<file path="src/rtl/alu_pkg.sv">
// Shared definitions for the ALU command path: opcode encodings, default
// widths and the sequencer state encoding.
package alu_pkg;

   localparam int ALU_WIDTH = 8;
   localparam int ALU_SEL_W = 4;
   localparam int ALU_CNT_W = 16;

   localparam logic [3:0] OP_ADD  = 4'd0;
   localparam logic [3:0] OP_SUB  = 4'd1;
   localparam logic [3:0] OP_MUL  = 4'd2;
   localparam logic [3:0] OP_DIV  = 4'd3;
   localparam logic [3:0] OP_SHL  = 4'd4;
   localparam logic [3:0] OP_SHR  = 4'd5;
   localparam logic [3:0] OP_ROL  = 4'd6;
   localparam logic [3:0] OP_ROR  = 4'd7;
   localparam logic [3:0] OP_AND  = 4'd8;
   localparam logic [3:0] OP_OR   = 4'd9;
   localparam logic [3:0] OP_XOR  = 4'd10;
   localparam logic [3:0] OP_NOR  = 4'd11;
   localparam logic [3:0] OP_NAND = 4'd12;
   localparam logic [3:0] OP_XNOR = 4'd13;
   localparam logic [3:0] OP_GT   = 4'd14;
   localparam logic [3:0] OP_EQ   = 4'd15;

   typedef enum logic [1:0] {
      ST_IDLE = 2'd0,
      ST_EXEC = 2'd1,
      ST_DONE = 2'd2
   } seq_state_t;

endpackage

</file>
<file path="src/rtl/alu_cmd_sequencer_if.sv">
// Command and result handshakes between a command source/result consumer
// (master) and the ALU command sequencer (slave).
interface alu_cmd_sequencer_if #(
   parameter int WIDTH = 8,
   parameter int SEL_W = 4
);

   logic             cmd_valid;
   logic             cmd_ready;
   logic [WIDTH-1:0] cmd_a;
   logic [WIDTH-1:0] cmd_b;
   logic [SEL_W-1:0] cmd_sel;
   logic             cmd_chain;

   logic             res_valid;
   logic             res_ready;
   logic [WIDTH-1:0] res_data;
   logic             res_carry;
   logic             res_zero;

   modport master (
      output cmd_valid, cmd_a, cmd_b, cmd_sel, cmd_chain, res_ready,
      input  cmd_ready, res_valid, res_data, res_carry, res_zero
   );

   modport slave (
      input  cmd_valid, cmd_a, cmd_b, cmd_sel, cmd_chain, res_ready,
      output cmd_ready, res_valid, res_data, res_carry, res_zero
   );

endinterface

</file>
<file path="src/rtl/alu_cmd_sequencer.sv">
// Upstream command stage for the combinational alu. Registers one command
// onto the alu inputs, captures the result a cycle later and holds it for
// the consumer. Chaining feeds the last captured result back as operand A.
//
//   state   | meaning
//   --------+-----------------------------------------------------------
//   ST_IDLE | cmd_ready=1, waiting for a command; loads alu inputs
//   ST_EXEC | alu settling; result, carry and acc captured at cycle end
//   ST_DONE | res_valid=1, result held until res_ready; counts delivery
module alu_cmd_sequencer
   import alu_pkg::*;
#(
   parameter int WIDTH = ALU_WIDTH,
   parameter int SEL_W = ALU_SEL_W,
   parameter int CNT_W = ALU_CNT_W
) (
   input  logic                   clk,
   input  logic                   rst,
   alu_cmd_sequencer_if.slave     bus,
   output logic [WIDTH-1:0]       alu_a,
   output logic [WIDTH-1:0]       alu_b,
   output logic [SEL_W-1:0]       alu_sel,
   input  logic [WIDTH-1:0]       alu_out,
   input  logic                   alu_carry,
   output logic                   busy,
   output logic [CNT_W-1:0]       op_count
);

   seq_state_t       state;
   seq_state_t       state_nxt;
   logic             load_cmd;
   logic             capture;
   logic             deliver;
   logic             cmd_ready_c;
   logic             res_valid_c;
   logic [WIDTH-1:0] res_data_q;
   logic             res_carry_q;
   logic [WIDTH-1:0] acc;

   // State register.
   always_ff @(posedge clk or posedge rst) begin
      if (rst) state <= ST_IDLE;
      else     state <= state_nxt;
   end

   // Next state and handshake outputs; both handshakes depend on state only.
   always_comb begin
      state_nxt   = state;
      cmd_ready_c = 1'b0;
      res_valid_c = 1'b0;
      load_cmd    = 1'b0;
      capture     = 1'b0;
      deliver     = 1'b0;
      case (state)
         ST_IDLE: begin
            cmd_ready_c = 1'b1;
            if (bus.cmd_valid) begin
               load_cmd  = 1'b1;
               state_nxt = ST_EXEC;
            end
         end
         ST_EXEC: begin
            capture   = 1'b1;
            state_nxt = ST_DONE;
         end
         ST_DONE: begin
            res_valid_c = 1'b1;
            if (bus.res_ready) begin
               deliver   = 1'b1;
               state_nxt = ST_IDLE;
            end
         end
         default: state_nxt = ST_IDLE;
      endcase
   end

   // Alu input registers; they keep the last command after completion.
   always_ff @(posedge clk or posedge rst) begin
      if (rst) begin
         alu_a   <= '0;
         alu_b   <= '0;
         alu_sel <= '0;
      end else if (load_cmd) begin
         alu_a   <= bus.cmd_chain ? acc : bus.cmd_a;
         alu_b   <= bus.cmd_b;
         alu_sel <= bus.cmd_sel;
      end
   end

   // Result capture and accumulator, written only at the end of EXEC.
   always_ff @(posedge clk or posedge rst) begin
      if (rst) begin
         res_data_q  <= '0;
         res_carry_q <= 1'b0;
         acc         <= '0;
      end else if (capture) begin
         res_data_q  <= alu_out;
         res_carry_q <= alu_carry;
         acc         <= alu_out;
      end
   end

   // Delivered-result counter, saturating at all-ones.
   always_ff @(posedge clk or posedge rst) begin
      if (rst) begin
         op_count <= '0;
      end else if (deliver && (op_count != {CNT_W{1'b1}})) begin
         op_count <= op_count + CNT_W'(1);
      end
   end

   assign bus.cmd_ready = cmd_ready_c;
   assign bus.res_valid = res_valid_c;
   assign bus.res_data  = res_data_q;
   assign bus.res_carry = res_carry_q;
   assign bus.res_zero  = (res_data_q == '0);
   assign busy          = (state != ST_IDLE);

endmodule
</file>
<file path="src/flat_wrapper.sv">
// flat-port wrapper written by rule: the top's interface ports become plain ports
module alu_cmd_sequencer_flat import alu_pkg::*;
#(
   parameter int WIDTH = ALU_WIDTH,
   parameter int SEL_W = ALU_SEL_W,
   parameter int CNT_W = ALU_CNT_W
)
  (clk, rst, alu_a, alu_b, alu_sel, alu_out, alu_carry, busy, op_count, bus_cmd_valid, bus_cmd_a, bus_cmd_b, bus_cmd_sel, bus_cmd_chain, bus_res_ready, bus_cmd_ready, bus_res_valid, bus_res_data, bus_res_carry, bus_res_zero);
  alu_cmd_sequencer_if #(.WIDTH(WIDTH), .SEL_W(SEL_W)) bus_i ();
  input  logic clk;
  input  logic rst;
  output logic [WIDTH-1:0] alu_a;
  output logic [WIDTH-1:0] alu_b;
  output logic [SEL_W-1:0] alu_sel;
  input  logic [WIDTH-1:0] alu_out;
  input  logic alu_carry;
  output logic busy;
  output logic [CNT_W-1:0] op_count;
  input wire logic [$bits(bus_i.cmd_valid)-1:0] bus_cmd_valid;
  input wire logic [$bits(bus_i.cmd_a)-1:0] bus_cmd_a;
  input wire logic [$bits(bus_i.cmd_b)-1:0] bus_cmd_b;
  input wire logic [$bits(bus_i.cmd_sel)-1:0] bus_cmd_sel;
  input wire logic [$bits(bus_i.cmd_chain)-1:0] bus_cmd_chain;
  input wire logic [$bits(bus_i.res_ready)-1:0] bus_res_ready;
  output wire logic [$bits(bus_i.cmd_ready)-1:0] bus_cmd_ready;
  output wire logic [$bits(bus_i.res_valid)-1:0] bus_res_valid;
  output wire logic [$bits(bus_i.res_data)-1:0] bus_res_data;
  output wire logic [$bits(bus_i.res_carry)-1:0] bus_res_carry;
  output wire logic [$bits(bus_i.res_zero)-1:0] bus_res_zero;
  assign bus_i.cmd_valid = bus_cmd_valid;
  assign bus_i.cmd_a = bus_cmd_a;
  assign bus_i.cmd_b = bus_cmd_b;
  assign bus_i.cmd_sel = bus_cmd_sel;
  assign bus_i.cmd_chain = bus_cmd_chain;
  assign bus_i.res_ready = bus_res_ready;
  assign bus_cmd_ready = bus_i.cmd_ready;
  assign bus_res_valid = bus_i.res_valid;
  assign bus_res_data = bus_i.res_data;
  assign bus_res_carry = bus_i.res_carry;
  assign bus_res_zero = bus_i.res_zero;
  alu_cmd_sequencer #(.WIDTH(WIDTH), .SEL_W(SEL_W), .CNT_W(CNT_W)) u_core (.clk(clk), .rst(rst), .bus(bus_i), .alu_a(alu_a), .alu_b(alu_b), .alu_sel(alu_sel), .alu_out(alu_out), .alu_carry(alu_carry), .busy(busy), .op_count(op_count));
endmodule
</file>
<file path="config.mk">
export PLATFORM = sky130hd
export DESIGN_NAME = alu_cmd_sequencer_flat
export DESIGN_NICKNAME = d
export VERILOG_FILES = /design/src/rtl/alu_pkg.sv /design/src/rtl/alu_cmd_sequencer_if.sv /design/src/rtl/alu_cmd_sequencer.sv /design/src/flat_wrapper.sv
export SDC_FILE = /design/constraint.sdc
export NUM_CORES = 1
export LEC_CHECK = 0
export CAP_MARGIN = 20
export CORE_ASPECT_RATIO = 1.25
export CORE_MARGIN = 2
export CORE_UTILIZATION = 35
export CTS_BUF_LIST = sky130_fd_sc_hd__clkbuf_8
export CTS_CLUSTER_DIAMETER = 50
export DETAILED_ROUTE_END_ITERATION = 10
export HOLD_SLACK_MARGIN = 0.03
export PLACE_DENSITY_LB_ADDON = 0.2
export SLEW_MARGIN = 20
export SYNTH_ARGS = -nofsm -noshare
export SYNTH_HDL_FRONTEND = slang
export SYNTH_SLANG_ARGS = --single-unit
</file>
<file path="constraint.sdc">
create_clock -name clk -period 2.1 [get_ports clk]
set_input_delay 0.42 -clock clk [delete_from_list [all_inputs] [get_ports clk]]
set_output_delay 0.42 -clock clk [all_outputs]
set_load 0.02 [all_outputs]
</file>
Yosys cells after proc, flatten, opt, wreduce, memory -nomap -nowiden:

Index checks and enable logic that the tools add are counted.

* register bits after elaboration: 47
* bits in latches: 0
* memory bits (writable): 0
* ROM bits: 0
* input port bits: 34
* output and inout bits: 49
* word-level logic and storage cells: 29
* memories kept: 0

* add/sub/neg operators: 1
* multipliers: 0
* divide/modulo/power cells: 0
* magnitude comparators: 0
* equal/unequal tests: 5
* shift-type cells: 0
* mux-type cells: 11
* bitwise operators: 0
* reductions and logical operators: 5

Operators with widths (number)
* $add 16x1->16 const B: 1
* $ne 16x16->1 const B: 1
* $logic_not 8->1: 1
* $mux 8: 1
* $mux 1: 7
* $pmux 2 s3: 1
* $mux 2: 2
* $ne 2x2->1 const B: 2
* $eq 2x1->1 const B: 1
* $eq 2x2->1 const B: 1
* $logic_not 2->1: 1
* $reduce_and 2->1: 1
* $reduce_bool 2->1: 1
* $logic_and 1x1->1: 1

Logic depth before layout (Yosys ltp):

* depth after elaboration: 3
* gate-level depth with buffers: 7
* depth with buffers taken out: 5

Worst setup path before layout:

Ideal clock, no wire load.

* path kind: reg-to-reg
* from: reg u_core.op_count[0]
* to: reg u_core.op_count[1]
* setup time: 0.125 ns
* arrival time: 1.748 ns
* required time: 1.975 ns
* setup slack: 0.227 ns
* cell stages (with the launch flop): 7
* path buffers: 1
* period minus slack after synthesis: 1.873 ns
* cells stage by stage: dfrtp_1 -> ha_1 -> buf_4 -> nand4_4 -> nor4_4 -> nor2_2 -> mux2_4

* word-level cells in the longest chain between the ends: 2
* elaborated cells on any way between the ends: 3
* those cells by class: 1 x add/sub; 1 x eq/ne; 1 x reduce/logical

Ends and longest elaborated chain
* from (decl): line alu_cmd_sequencer.sv:26 `output logic [CNT_W-1:0] op_count`
* from (signal assigned): line alu_cmd_sequencer.sv:108 `op_count <= op_count + CNT_W'(1);`
* parallel branches: the longest is 2 deep, another holds $add 16x1->16

Parallel ways; which one is timed is not known.
A chain may end at the register's enable or synchronous reset.

Worst setup path in the final report:

* from: reg u_core.state[0]
* to: out busy

* word-level cells in the longest chain between the ends: 1

Ends and longest elaborated chain
* from (decl): line alu_cmd_sequencer.sv:29 `seq_state_t state;`
* from (signal assigned): line alu_cmd_sequencer.sv:43 `else state <= state_nxt;`
* $reduce_bool 2->1: line alu_cmd_sequencer.sv:117 `assign busy = (state != ST_IDLE);`
* to (decl): line flat_wrapper.sv:17 `output logic busy;`

Every way passes these cells.

==> flow_metrics.py <==
metrics = {
    "sta": {
        "setup_viol": 0,
        "tns_ns": 0,
        "tightestPinTransition_ns": 0.481,
        "setup_ws_ns": 0.0736,
        "clock_skew_ns": 0.00568,
        "finalHoldViolations": 0,
        "period_needed_ns": 2.03,
        "fmax_mhz": 493,
        "rsz0062_at_grt": "no",
        "slew_headroom": 0.679,
        "period_share": 0.965,
        "slew_viol_final": 0,
    },
    "cells_and_area": {
        "fin_nets": 301,
        "seq_area_mm2": 0.00118,
        "multi_input_area_um2": 910,
        "final_util": 0.552,
        "fillers": 536,
        "antenna_cells": 0,
        "layout-drive-gt1-share": 0.210,
        "synthToLayoutAreaGrowth_pct": 50.6,
    },
    "clock_network": {
        "numCtsBuffers": 5,
        "postCtsSetupRepairBufs": 0,
        "cts_buffer_depth": 2,
        "clkLatencyLatePin_ns": 0.30,
        "cts_tree": "yes",
        "htreeDepth": 2,
        "cts.clk_slew.worst_paths_ns": 0.09,
        "root_buffer": "clkbuf_8",
        "cts.sinks": 47,
        "hold_buffers": 0,
    },
    "synthesis": {
        "ys_top_cells_by_area": "dfrtp_1 55%, mux2_2 12%, mux2i_1 3.7%",
        "synth_top_cell_area_share": 0.548,
        "syn_avg_cell_area_um2": 12.3,
        "synth-edff-count": 0,
        "async_reset_ff_frac": 1.00,
        "ys_seq_area_frac": 0.548,
        "yosys.area.top_type": "dfrtp_1",
        "synth.most_common_cell": "dfrtp_1",
        "syn_area_mm2": 0.00214,
        "synth_cell_type_count": 40,
        "yosys-top-cells-count": "47 x dfrtp_1, 23 x mux2_2, 14 x nor2_1",
        "synth_nets": 209,
        "yosysWarningCount": 0,
        "synth.ff_latch_count": 47,
        "syn_inst": 174,
        "synth-main-ff-cell": "dfrtp_1",
    },
    "power_and_ir_drop": {
        "powerDensity_mw_per_mm2": 1320,
        "p_leak_nw": 1.41,
        "p_clk_frac": 0.162,
        "power.total_mw": 4.26,
        "pwr-share-seq": 0.350,
        "switching_share": 0.358,
        "peakVddDrop_uv": 598,
        "p_int_mw": 2.73,
        "p_sw_mw": 1.53,
        "p_comb_frac": 0.487,
    },
    "worst_setup_path": {
        "cp.arrival_ns": 1.61,
        "reg2reg_to": "u_core.op_count[1]$_DFFE_PP0P_",
        "end_kind": "primary output",
        "path_max_fanout": 5,
        "start_kind": "flop",
        "r2r_setup_slack_ns": 0.25,
        "reg2reg_from": "u_core.op_count[1]$_DFFE_PP0P_",
        "r2r_cells": 5,
        "crit_type": "flop to primary output",
        "crit_required_ns": 1.68,
    },
    "detailed_routing": {
        "dr.pass1.iters": 4,
        "wl_met3_um": 317,
        "routed_wl_um": 4970,
        "drtIter0Drc": 65,
        "top_layer": "met4",
        "vias_per_cell": 4.79,
        "drc": 0,
        "dr_wl_met2_um": 2600,
        "post_drt_wl_per_cell_um": 14.2,
        "vias": 1670,
        "ant_nets": 0,
        "met1_length_um": 1970,
    },
    "global_route": {
        "grt_pass1_wl_um": 8560,
        "grt_use_total": 0.166,
        "grt_max_degree": 30,
        "antenna_found_initial": 0,
        "overflow": 0,
        "grt_pass1_vias": 1734,
    },
    "die": {
        "die_area_mm2": 0.00677,
        "dieHeight_um": 91.5,
        "core_area_mm2": 0.00586,
        "fp.dieW_um": 74.0,
        "rows": 31,
        "start_util": 0.366,
        "pin_count": 83,
    },
    "place": {
        "place_hpwl_um": 3800,
        "port_buffers": 82,
        "preCtsSetupSlack_ns": 0.0551,
        "gp_congestion": 0.801,
    },
    "outcome": {
        "status": "completed",
    },
    "flow_run": {
        "maxCapViolCount": 0,
    },
    "hold_path": {
        "min_path_type": "input pin to async pin",
    },
}
[sequential cells by signal (all words and copies together) (netlist names)]
signal                flops
u_core.alu_sel            4
u_core.alu_b              8
u_core.bus.res_carry      1
u_core.alu_a              8
u_core.acc                8
u_core.op_count          16
u_core.state              2
[power groups by stage]
stage                     logic [mW]  registers (mW)  clock network, mW
after floorplan                0.657            1.91                  0
after global placement          2.10            1.50                  0
after detailed placement        2.11            1.51                  0
after CTS                       2.11            1.50              0.717
after global routing            2.21            1.54              0.747
final                           2.07            1.49              0.691
[logic make-up after synthesis]
group	synth area share
compound gates	0.0566
xor+xnor	0.0368
fa+ha+maj	0.00583
buf+inv	0.0274
flops	0.548
mux	0.165
simple gates	0.160
[routing by layer]
layer | global-route usage | up-vias
met1 | 0.190 | 804
li1 | - | 807
met2 | 0.278 | 51
met3 | 0.0566 | 8
met4 | 0.0636 | 0
met5 | 0 | -
[critical path, stage by stage, from the launching register on]
cell and delay (ns):
dfrtp_1 0.42, or2_2 0.33, clkdlybuf4s50_1 0.55
[worst max-delay path by stage]
stage	endpoint	slack (ns)	cells past startpoint	startpoint
final	busy	0.07	2	u_core.state[0]$_DFFE_PP0P_
after global routing	busy	0.02	2	u_core.state[0]$_DFFE_PP0P_
after CTS	bus_res_zero	0.04	3	u_core.acc[6]$_DFFE_PP0N_
after detailed placement	bus_res_zero	0.06	3	u_core.acc[6]$_DFFE_PP0N_
after global placement	bus_res_zero	0.04	3	u_core.acc[6]$_DFFE_PP0N_
after floorplan	u_core.op_count[1]$_DFFE_PP0P_	0.23	6	u_core.op_count[0]$_DFFE_PP0P_
[layout by cell type, fill, tap and decap left out, types with 2 or more instances in the layout]
cell type,count
and4_1,2
inv_1,3
mux2_2,23
nand4_1,3
or4_1,2
nand3_1,6
xnor2_1,2
mux2i_1,8
and2_1,2
nand4_2,2
nor3_1,5
nand3b_1,2
nand2b_1,2
xor2_1,7
buf_4,10
dfrtp_1,47
nor2_1,14
clkdlybuf4s50_1,80
nand2_1,5
a21oi_1,11
o21ai_0,2
clkbuf_8,6
[repair_timing]
| action | in CTS | in global routing |
|---|---|---|
| endpoints found under the setup margin | 2 | 1 |
| gates cloned | 0 | 0 |
| resized for setup | 4 | 1 |
[final cells by class]
| cell class | instances | area share |
|---|---|---|
| Clock inverter | 2 | 0.0108 |
| Tap cell | 82 | 0.0318 |
| Clock buffer | 6 | 0.0256 |
| Sequential cell | 47 | 0.364 |
| Multi-Input combinational cell | 115 | 0.282 |
| Inverter | 4 | 0.00465 |
| Timing Repair Buffer | 93 | 0.282 |
[stage by stage]
step / hold WS (ns) / instance area (um2) / cells
2_1_floorplan: 0.528 / 2140 / 174
3_3_place_gp: 0.490 / 3120 / 341
3_5_place_dp: 0.497 / 3120 / 341
4_1_cts: 0.443 / 3240 / 349
5_1_grt: 0.465 / 3230 / 349
6_report: 0.434 / 3230 / 349
Power figures use the tool's default switching activity.
